===== src/rtl/pipe_elastic_reg.sv =====
// pipe_elastic_reg: elastic valid/ready inter-stage register, DEPTH-entry circular buffer.
// Latency: 1 cycle in->out; 0 cycles through an empty register when PIPE_BYPASS_EN is defined.
// Backpressure: in_ready drops when full, in FLUSH or in RST; it never depends on out_ready.
// Optional feature macro: PIPE_BYPASS_EN (combinational in->out path when empty).

module pipe_elastic_reg #(
  parameter int WIDTH = 64,
  parameter int DEPTH = 2
) (
  input  logic                       CLK,
  input  logic                       RST,
  input  logic                       FLUSH,
  input  logic                       in_valid,
  input  logic [WIDTH-1:0]           in_data,
  output logic                       in_ready,
  output logic                       out_valid,
  output logic [WIDTH-1:0]           out_data,
  input  logic                       out_ready,
  output logic [$clog2(DEPTH+1)-1:0] count,
  output logic [$clog2(DEPTH+1)-1:0] max_count
);

  localparam int PW = (DEPTH > 1) ? $clog2(DEPTH) : 1;
  localparam int CW = $clog2(DEPTH + 1);
  localparam logic [PW-1:0] LAST = PW'(DEPTH - 1);
  localparam logic [CW-1:0] FULL = CW'(DEPTH);

  // Payload storage is intentionally not reset; out_data is only meaningful with out_valid.
  logic [WIDTH-1:0] mem [DEPTH];

  logic [PW-1:0] rd_ptr, wr_ptr;
  logic [PW-1:0] rd_ptr_nxt, wr_ptr_nxt;
  logic [CW-1:0] count_nxt;
  logic          push, pop, bypass, stored_vld;

  // Ready only looks at local occupancy: a pop in the same cycle never opens a push slot.
  assign in_ready   = ~RST & ~FLUSH & (count < FULL);
  assign stored_vld = (count != '0) & ~FLUSH;

`ifdef PIPE_BYPASS_EN
  // Empty register with a consumer ready: hand the payload straight through, no write.
  assign bypass    = (count == '0) & in_valid & out_ready & ~FLUSH & ~RST;
  assign out_valid = stored_vld | bypass;
  assign out_data  = bypass ? in_data : mem[rd_ptr];
`else
  assign bypass    = 1'b0;
  assign out_valid = stored_vld;
  assign out_data  = mem[rd_ptr];
`endif

  // A bypassed beat is consumed downstream, so it must not also land in storage.
  assign push = in_valid & in_ready & ~bypass;
  assign pop  = stored_vld & out_ready;

  // Next-state for pointers and occupancy; flush wins over any handshake.
  always_comb begin
    rd_ptr_nxt = rd_ptr;
    wr_ptr_nxt = wr_ptr;
    count_nxt  = count;
    if (FLUSH) begin
      rd_ptr_nxt = '0;
      wr_ptr_nxt = '0;
      count_nxt  = '0;
    end else begin
      if (push) begin
        wr_ptr_nxt = (wr_ptr == LAST) ? '0 : wr_ptr + PW'(1);
      end
      if (pop) begin
        rd_ptr_nxt = (rd_ptr == LAST) ? '0 : rd_ptr + PW'(1);
      end
      case ({push, pop})
        2'b10:   count_nxt = count + CW'(1);
        2'b01:   count_nxt = count - CW'(1);
        default: count_nxt = count;
      endcase
    end
  end

  // Control state: pointers, occupancy and its high-water mark.
  always_ff @(posedge CLK or posedge RST) begin
    if (RST) begin
      rd_ptr    <= '0;
      wr_ptr    <= '0;
      count     <= '0;
      max_count <= '0;
    end else begin
      rd_ptr <= rd_ptr_nxt;
      wr_ptr <= wr_ptr_nxt;
      count  <= count_nxt;
      if (count_nxt > max_count) begin
        max_count <= count_nxt;
      end
    end
  end

  // Payload write; a push is never accepted during FLUSH or RST since in_ready is low.
  always_ff @(posedge CLK) begin
    if (push) begin
      mem[wr_ptr] <= in_data;
    end
  end

endmodule

===== config.mk =====
export PLATFORM = sky130hd
export DESIGN_NAME = pipe_elastic_reg
export DESIGN_NICKNAME = d
export VERILOG_FILES = /design/src/rtl/pipe_elastic_reg.sv
export SDC_FILE = /design/constraint.sdc
export NUM_CORES = 1
export LEC_CHECK = 0
export CORE_MARGIN = 2
export CORE_UTILIZATION = 47
export CTS_CLUSTER_DIAMETER = 60
export CTS_CLUSTER_SIZE = 12
export DETAILED_ROUTE_END_ITERATION = 8
export HOLD_SLACK_MARGIN = 0.02
export PLACE_DENSITY_LB_ADDON = 0.08
export SYNTH_ARGS = -nofsm -noshare
export SYNTH_HDL_FRONTEND = slang
export SYNTH_SLANG_ARGS = --single-unit

===== constraint.sdc =====
create_clock -name CLK -period 5.5 [get_ports CLK]
set_input_delay 1.375 -clock CLK [delete_from_list [all_inputs] [get_ports CLK]]
set_output_delay 1.375 -clock CLK [all_outputs]
set_load 0.02 [all_outputs]

### After elaboration in Yosys (flattened, before gate mapping)

Memories as Yosys holds them, arrays and structs flattened.
Cells that the tools add are included.
W data, S select, Z words.

| storage, ports and cells | value |
|---|---|
| RAM bits | 128 |
| bits in registers | 6 |
| bits of input ports | 69 |
| memories | 1 |
| logic and storage cells | 33 |
| output and inout port bits | 70 |

| operators by class | value |
|---|---|
| bitwise gates (word level) | 7 |
| eq/ne operators | 2 |
| muxes and demuxes | 10 |
| reduce and logical (&&, ||, !) cells | 3 |
| $lt $le $gt $ge | 2 |
| add/sub/neg operators | 4 |

Memories:

| name | depth | bits a word | read ports | clocked after Yosys merged registers in | write ports | RTL line | RTL |
|---|---|---|---|---|---|---|---|
| mem | 2 | 64 | 1 | 0 | 1 | 29 | `logic [WIDTH-1:0] mem [DEPTH];` |

Operators with widths:

| cell | number |
|---|---|
| $mux W1 | 8 |
| $reduce_bool A2 Y1 | 3 |
| $and A1 B1 Y1 | 5 |
| $pmux W2 S2 | 1 |
| $add A1 B1 Y1 const B | 2 |
| $add A2 B1 Y2 const B | 1 |
| $eq A2 B1 Y1 const B | 1 |
| $eq A2 B2 Y1 const B | 1 |
| $gt A2 B2 Y1 | 1 |
| $lt A2 B2 Y1 const B | 1 |
| $mux W2 | 1 |
| $not A1 Y1 | 2 |
| $sub A2 B1 Y2 const B | 1 |

### Longest topological paths before layout

Gate-level depths: netlist of run 1.

| depth | value |
|---|---|
| depth in word-level cells | 8 |
| depth in mapped cells | 13 |
| gate-level depth less buffers | 13 |

### Least setup slack after synthesis of run 1

No wires, ideal clock.

| timing path | value |
|---|---|
| kind | input port to flip-flop |
| start point | input FLUSH |
| end point | memory mem[0][0] (enable) |
| cell stages on the path | 3 |
| path buffers | 0 |
| setup time | 486 ps |
| arrival | 4,614 ps |
| slack | 400 ps |
| data required time | 5,014 ps |
| path through | nor3_2 nand2_2 nor2_1 |

| between the ends | value |
|---|---|
| cells in the longest elaborated chain, start to end | 6 |

RTL lines:

| item | RTL line | RTL |
|---|---|---|
| from (decl) | 12 | `input logic FLUSH,` |
| $not A1 Y1 | 37 | `assign in_ready = ~RST & ~FLUSH & (count < FULL);` |
| $and A1 B1 Y1 (2 in a row) | 37 |  |
| $and A1 B1 Y1 | 52 | `assign push = in_valid & in_ready & ~bypass;` |
| $mux W1 | 98 | `if (push) begin` |
| $mux W1 (not written as such) | 99 | `mem[wr_ptr] <= in_data;` |
| to (decl) | 29 |  |

No other way between the ends.

### Final worst setup path of run 1

| timing path | value |
|---|---|
| start point | input FLUSH |
| end point | output in_ready |

| between the ends | value |
|---|---|
| cells in the longest elaborated chain, start to end | 3 |

RTL lines:

| item | RTL line | RTL |
|---|---|---|
| $not A1 Y1 | 37 |  |
| $and A1 B1 Y1 (2 in a row) | 37 |  |
| to (decl) | 15 | `output logic in_ready,` |

No other way between the ends.

==> results.cfg, run 1 <==
[logic_synthesis]
synth_top_area_cell = edfxtp_1
synthCells = 235
netlist_area_um2 = 4960
ys_ff_latch = 134
ys_warn_count = 0
synth_top_area_share_pct = 77.4
ys_types = 20
yosysSeqAreaShare_pct = 80.5
yosys-top-cells-area = edfxtp_1 (77%), mux2_2 (15%), dfrtp_1 (3.0%)
syn_nets = 307
syn_area_per_cell_um2 = 21.1

[cells_and_area]
area_delta_synth_final_pct = 40.9
nFillCells = 772
num_antenna_cells = 0
drive_gt1_share_pct = 25.1
final_cell_mix = clkdlybuf4s50_1 (138), edfxtp_1 (128), mux2_2 (65)
regArea_um2 = 4000
fin_cells = 534
final_common_cell = clkdlybuf4s50_1
finish.instance_area_um2 = 6990
multiInputGateArea_um2 = 918
postLayoutCoreUtil_pct = 68.1
finalNetCount = 461

[place]
dp.cells = 506
dpl_cell_area_um2 = 6530
hpwl_um = 5650
preCtsSetupSlack_ns = 1.22
io_buffers = 138
place_congestion = 0.748

[clock_tree]
h-tree-depth = 4
cts-root-buf = clkbuf_8
path_clk_slew_ns = 0.05
ctsResizeCount = 0
cts_tree = yes
clock-sinks = 134
cts_buffers = 17
post-cts-setup-buffers = 0
cts-hold-fix-buffers = 0
clk_latency_ns = 0.50
clock_path_buffers = 2

[timing]
fin_setup_tns_ns = 0
timing.fmax_mhz = 233
worst_slack_ns = 1.20
fin_crit_ns = 4.30
slew_viol_final = 0
final_hold_viol_count = 0
worst_clock_skew_ns = 0.00440
max_slew_margin_pct = 40.4
fin_hold_ws_ns = 0.549
final-setup-viol-count = 0
rsz0062_at_grt = false
timing.final.crit_share_pct = 78.1
worst_pin_slew_ns = 0.892

[global_routing]
grt-ovfl-total = 0
groute.usage.overall_pct = 16.3
antenna_found_initial = 0
grt_pass1_wl_um = 13600
grt_pass1_vias = 2761
grt_max_degree = 38

[floorplan]
die_h_um = 107
io_pins = 139
num_rows = 37
die_x_um = 107
core-area_um2 = 10300
dieArea_um2 = 11400
start_util_pct = 48.3

[drt]
drt-wirelength-per-cell_um = 16.4
vias = 2587
antenna_left = 0
via_per_inst = 4.84
initialDrtViolationCount = 82
remaining_drc_errors = 0
routed_wl_um = 8770
firstDrtPassIters = 4

[power_and_ir_drop]
powerDensity_nw_per_um2 = 331
finalPower_mw = 2.31
peakVddDrop_mv = 0.242
power.leakage_nw = 2.36

[min_path]
hp-class = reg -> reg
hold_start = max_count[1]$_DFFE_PP0N_
worstHoldEndpoint = max_count[1]$_DFFE_PP0N_
whs_path_depth = 2

[critical_path]
critPathCaptureType = output port
worstSetupStartpointType = input port
r2r_start = count[1]$_DFF_PP0_
required_ns = 4.12
cp_max_fo = 7
worstPathArrival_ns = 2.92
rrSetupSlack_ns = 2.87
r2r_cells = 11
r2r-end = max_count[0]$_DFFE_PP0N_
critPathKind = in -> out

[status]
outcome = finished, final reports clean

[flow_run]
drv_cap = 0
## synthesized netlist by cell type, drive strengths merged
cell / number
xor2: 2
inv: 3
and2: 1
and3: 1
xnor2: 2
edfxtp: 128
ha: 3
nor3: 1
mux2: 65
o21ai: 2
nor2: 7
a21oi: 1
nand2: 4
buf: 7
o31ai: 1
dfrtp: 6
nor2b: 1
## critical path, stage by stage
cell,delay (ns)
clkdlybuf4s50_1,0.58
nor3_2,0.32
clkdlybuf4s50_1,0.65
## flip-flops by register name, summed over array words and instances, names as in the netlist
register   flops
wr_ptr         1
mem          128
count          2
rd_ptr         1
max_count      2
## logic make-up after synthesis
kind of cell | share of synthesized area [%]
DFF | 80.5
muxes | 14.7
and+or+nand+nor | 1.59
buffers and inverters | 1.18
AOI/OAI and AO/OA | 0.554
xor gates and xnor gates | 0.706
adders and majority gates | 0.756
## layer usage
layer	wire [um]	share of wire [%]	GRT usage, %	up-vias
met5	0	0	0	-
met3	519	5.9	5.59	12
li1	-	-	-	1225
met2	4490	51	26.8	85
met4	134	1.5	8.07	0
met1	3630	41	19.2	1265
## worst max path at each step
| stage | from | end | slack (ns) | cells after the start |
|---|---|---|---|---|
| after floorplan | FLUSH | mem[0][0]$_DFFE_PP_ | 0.40 | 3 |
| after global placement | FLUSH | in_ready | 1.25 | 3 |
| after detailed placement | FLUSH | in_ready | 1.22 | 3 |
| after CTS | FLUSH | in_ready | 1.20 | 3 |
| after global routing | FLUSH | in_ready | 1.12 | 3 |
| final | FLUSH | in_ready | 1.20 | 3 |
## report_power, final
part	total, mW	switching, mW	internal [mW]
registers	1.16	0.0156	1.15
clock network	0.885	0.355	0.530
logic	0.265	0.117	0.148
## cell type report
cell class	instances	share of cell area [%]
clock buffer	19	6.03
inverter	3	0.161
multi-input combinational	91	13.1
timing repair buffer	142	20.5
tap	136	2.43
clock inverter	9	0.590
sequential	134	57.1
Note: power is estimated with default switching activity, not from simulation.
==> run 2, diff against run 1 <==
--- a/config.mk
+++ b/config.mk
@@ -6,7 +6,7 @@
 export NUM_CORES = 1
 export LEC_CHECK = 0
 export CORE_MARGIN = 2
-export CORE_UTILIZATION = 47
+export CORE_UTILIZATION = 43
 export CTS_CLUSTER_DIAMETER = 60
 export CTS_CLUSTER_SIZE = 12
 export DETAILED_ROUTE_END_ITERATION = 8
==> constraint.sdc (replaced) <==
create_clock -name CLK -period 3.5 [get_ports CLK]
set_input_delay 0.875 -clock CLK [delete_from_list [all_inputs] [get_ports CLK]]
set_output_delay 0.875 -clock CLK [all_outputs]
set_load 0.02 [all_outputs]
==> run 2 against run 1 <==
Compared with the run above: flip-flop and latch count unchanged; core utilization fell by 5.1 points; highest routed layer unchanged; clock power grew 84%; cell count grew 3.0%; via count increased by 1.8%; worst setup slack got worse by 0.83 ns; non-clock buffer count up 5; critical path type unchanged; sequential share of layout area decreased by 1.1 points; total power up 68%; critical path depth unchanged.
==> results.cfg, run 2 (synthesis gave the netlist of run 1 again) <==
[status]
outcome = finished, final reports clean

[clock_tree]
cts-hold-fix-buffers = 0
clk_latency_ns = 0.41
post-cts-setup-buffers = 0
ctsResizeCount = 0
clock-sinks = 134
cts-root-buf = clkbuf_16
h-tree-depth = 4
path_clk_slew_ns = 0.05
cts_tree = yes
clock_path_buffers = 2
cts_buffers = 17

[critical_path]
worstPathArrival_ns = 2.26
cp_slowest_cell = clkdlybuf4s50_1
required_ns = 2.62
cp_max_fo = 3
critPathBufInv = 2
critPathTopFamily = buffers and inverters
critPathKind = in -> out
critPathCaptureType = output port
critical_path.max_stage_delay_ns = 0.65
worstSetupStartpointType = input port
critPathMostFrequentCell = clkdlybuf4s50_1
cp_cell_sequence = clkdlybuf4s50_1, nor3_2, clkdlybuf4s50_1

[global_routing]
grt-ovfl-total = 0
grt_pass1_vias = 2811
groute.usage.overall_pct = 15.2
grt_max_degree = 39
grt_pass1_wl_um = 14100
antenna_found_initial = 0

[cells_and_area]
area_delta_synth_final_pct = 43.6
drive_gt1_share_pct = 26.3
nFillCells = 869
largest_reg_flops = 128
finalNetCount = 466
num_antenna_cells = 0
reg_top3 = mem (128), count (2), max_count (2)
top_register = mem
final_common_cell = clkdlybuf4s50_1
final_cell_mix = clkdlybuf4s50_1 (138), edfxtp_1 (128), mux2_2 (65)

[place]
place_congestion = 0.767
hpwl_um = 5880
io_buffers = 138

[drt]
initialDrtViolationCount = 120
firstDrtPassIters = 4
routed_wl_um = 9020
via_per_inst = 4.79
vias = 2634
remaining_drc_errors = 0
drt-wirelength-per-cell_um = 16.4
antenna_left = 0

[power_and_ir_drop]
peakVddDrop_mv = 0.311
p_int_mw = 3.08
power_frac_clock_pct = 41.9
finalPower_mw = 3.88
powerDensity_nw_per_um2 = 545
power.leakage_nw = 2.42
seqPwrFrac_pct = 46.8
switching_share_pct = 20.8
pwr-share-comb_pct = 11.3
switching_power_mw = 0.808

[floorplan]
io_pins = 139
num_rows = 39
core-area_um2 = 11300
start_util_pct = 43.8
die_h_um = 111
dieArea_um2 = 12400
die_x_um = 111

[timing]
final_hold_viol_count = 0
fin_crit_ns = 3.13
max_slew_margin_pct = 67.3
rsz0062_at_grt = false
worst_pin_slew_ns = 0.491
timing.final.crit_share_pct = 89.4
slew_viol_final = 0
final-setup-viol-count = 0
fin_setup_tns_ns = 0
timing.fmax_mhz = 319
worst_clock_skew_ns = 0.00817

[flow_run]
drv_cap = 0

[min_path]
hp-class = reg -> reg
[run 2: cell count changes in the layout (fill, tap and decap cells not counted), sizes merged]
cell,change
clkbuf,+1
buf,+5
bufinv,+2
clkinvlp,+1
[run 2: cell type report]
class,count,area (um^2),share of cell area (%)
sequential,134,4000,56.1
timing repair buffer,147,1470,20.7
multi-input combinational,91,918,12.9
clock buffer,20,437,6.13
tap,143,179,2.51
clock inverter,12,111,1.56
inverter,3,11.3,0.158
[run 2: path summary, 6_finish.rpt]
path	start	endpoint	slack [ns]	cells after the start
max in group asynchronous	RST	rd_ptr$_DFFE_PP0P_	2.55	2
worst max-delay path	FLUSH	in_ready	0.37	3
worst min register to register	max_count[0]$_DFFE_PP0N_	max_count[0]$_DFFE_PP0N_	0.56	2
worst min-delay path	max_count[0]$_DFFE_PP0N_	max_count[0]$_DFFE_PP0N_	0.56	2
min in group asynchronous	RST	rd_ptr$_DFFE_PP0P_	0.74	2
worst max register to register	count[0]$_DFF_PP0_	max_count[1]$_DFFE_PP0N_	1.00	14
[run 2: power groups by stage]
| stage | Clock, mW | Combinational [mW] | Sequential [mW] |
|---|---|---|---|
| 5_1_grt | 1.74 | 0.470 | 1.82 |
| 3_3_place_gp | 0 | 0.439 | 1.85 |
| 6_report | 1.63 | 0.439 | 1.82 |
| 2_1_floorplan | 0 | 0.201 | 1.85 |
| 3_5_place_dp | 0 | 0.443 | 1.85 |
| 4_1_cts | 1.67 | 0.446 | 1.82 |
[run 2: worst min-delay path, cell delays in order, from the launching register on]
cell     delay (ns)
dfrtp_1        0.40
nand2_1        0.06
o21ai_0        0.06
[run 2: per-layer routing]
metal | GRT usage [%] | routed length, um | vias up | part of all wire [%]
li1 | - | - | 1241 | -
met1 | 18.7 | 3980 | 1278 | 44
met2 | 23.1 | 4190 | 99 | 46
met3 | 7.24 | 633 | 16 | 7.0
met4 | 6.34 | 219 | 0 | 2.4
met5 | 0 | 0 | - | 0
[run 2: stage by stage]
step	hold slack, ns	utilization, %	cells	setup WS (ns)	area (um^2)
after floorplan	0.572	-	235	0.387	4970
after global placement	0.534	58.1	518	0.172	6580
after detailed placement	0.548	58.1	518	0.0434	6580
after CTS	0.560	62.9	550	0.361	7130
after global routing	0.605	62.9	550	0.299	7130
final	0.561	62.9	550	0.369	7130
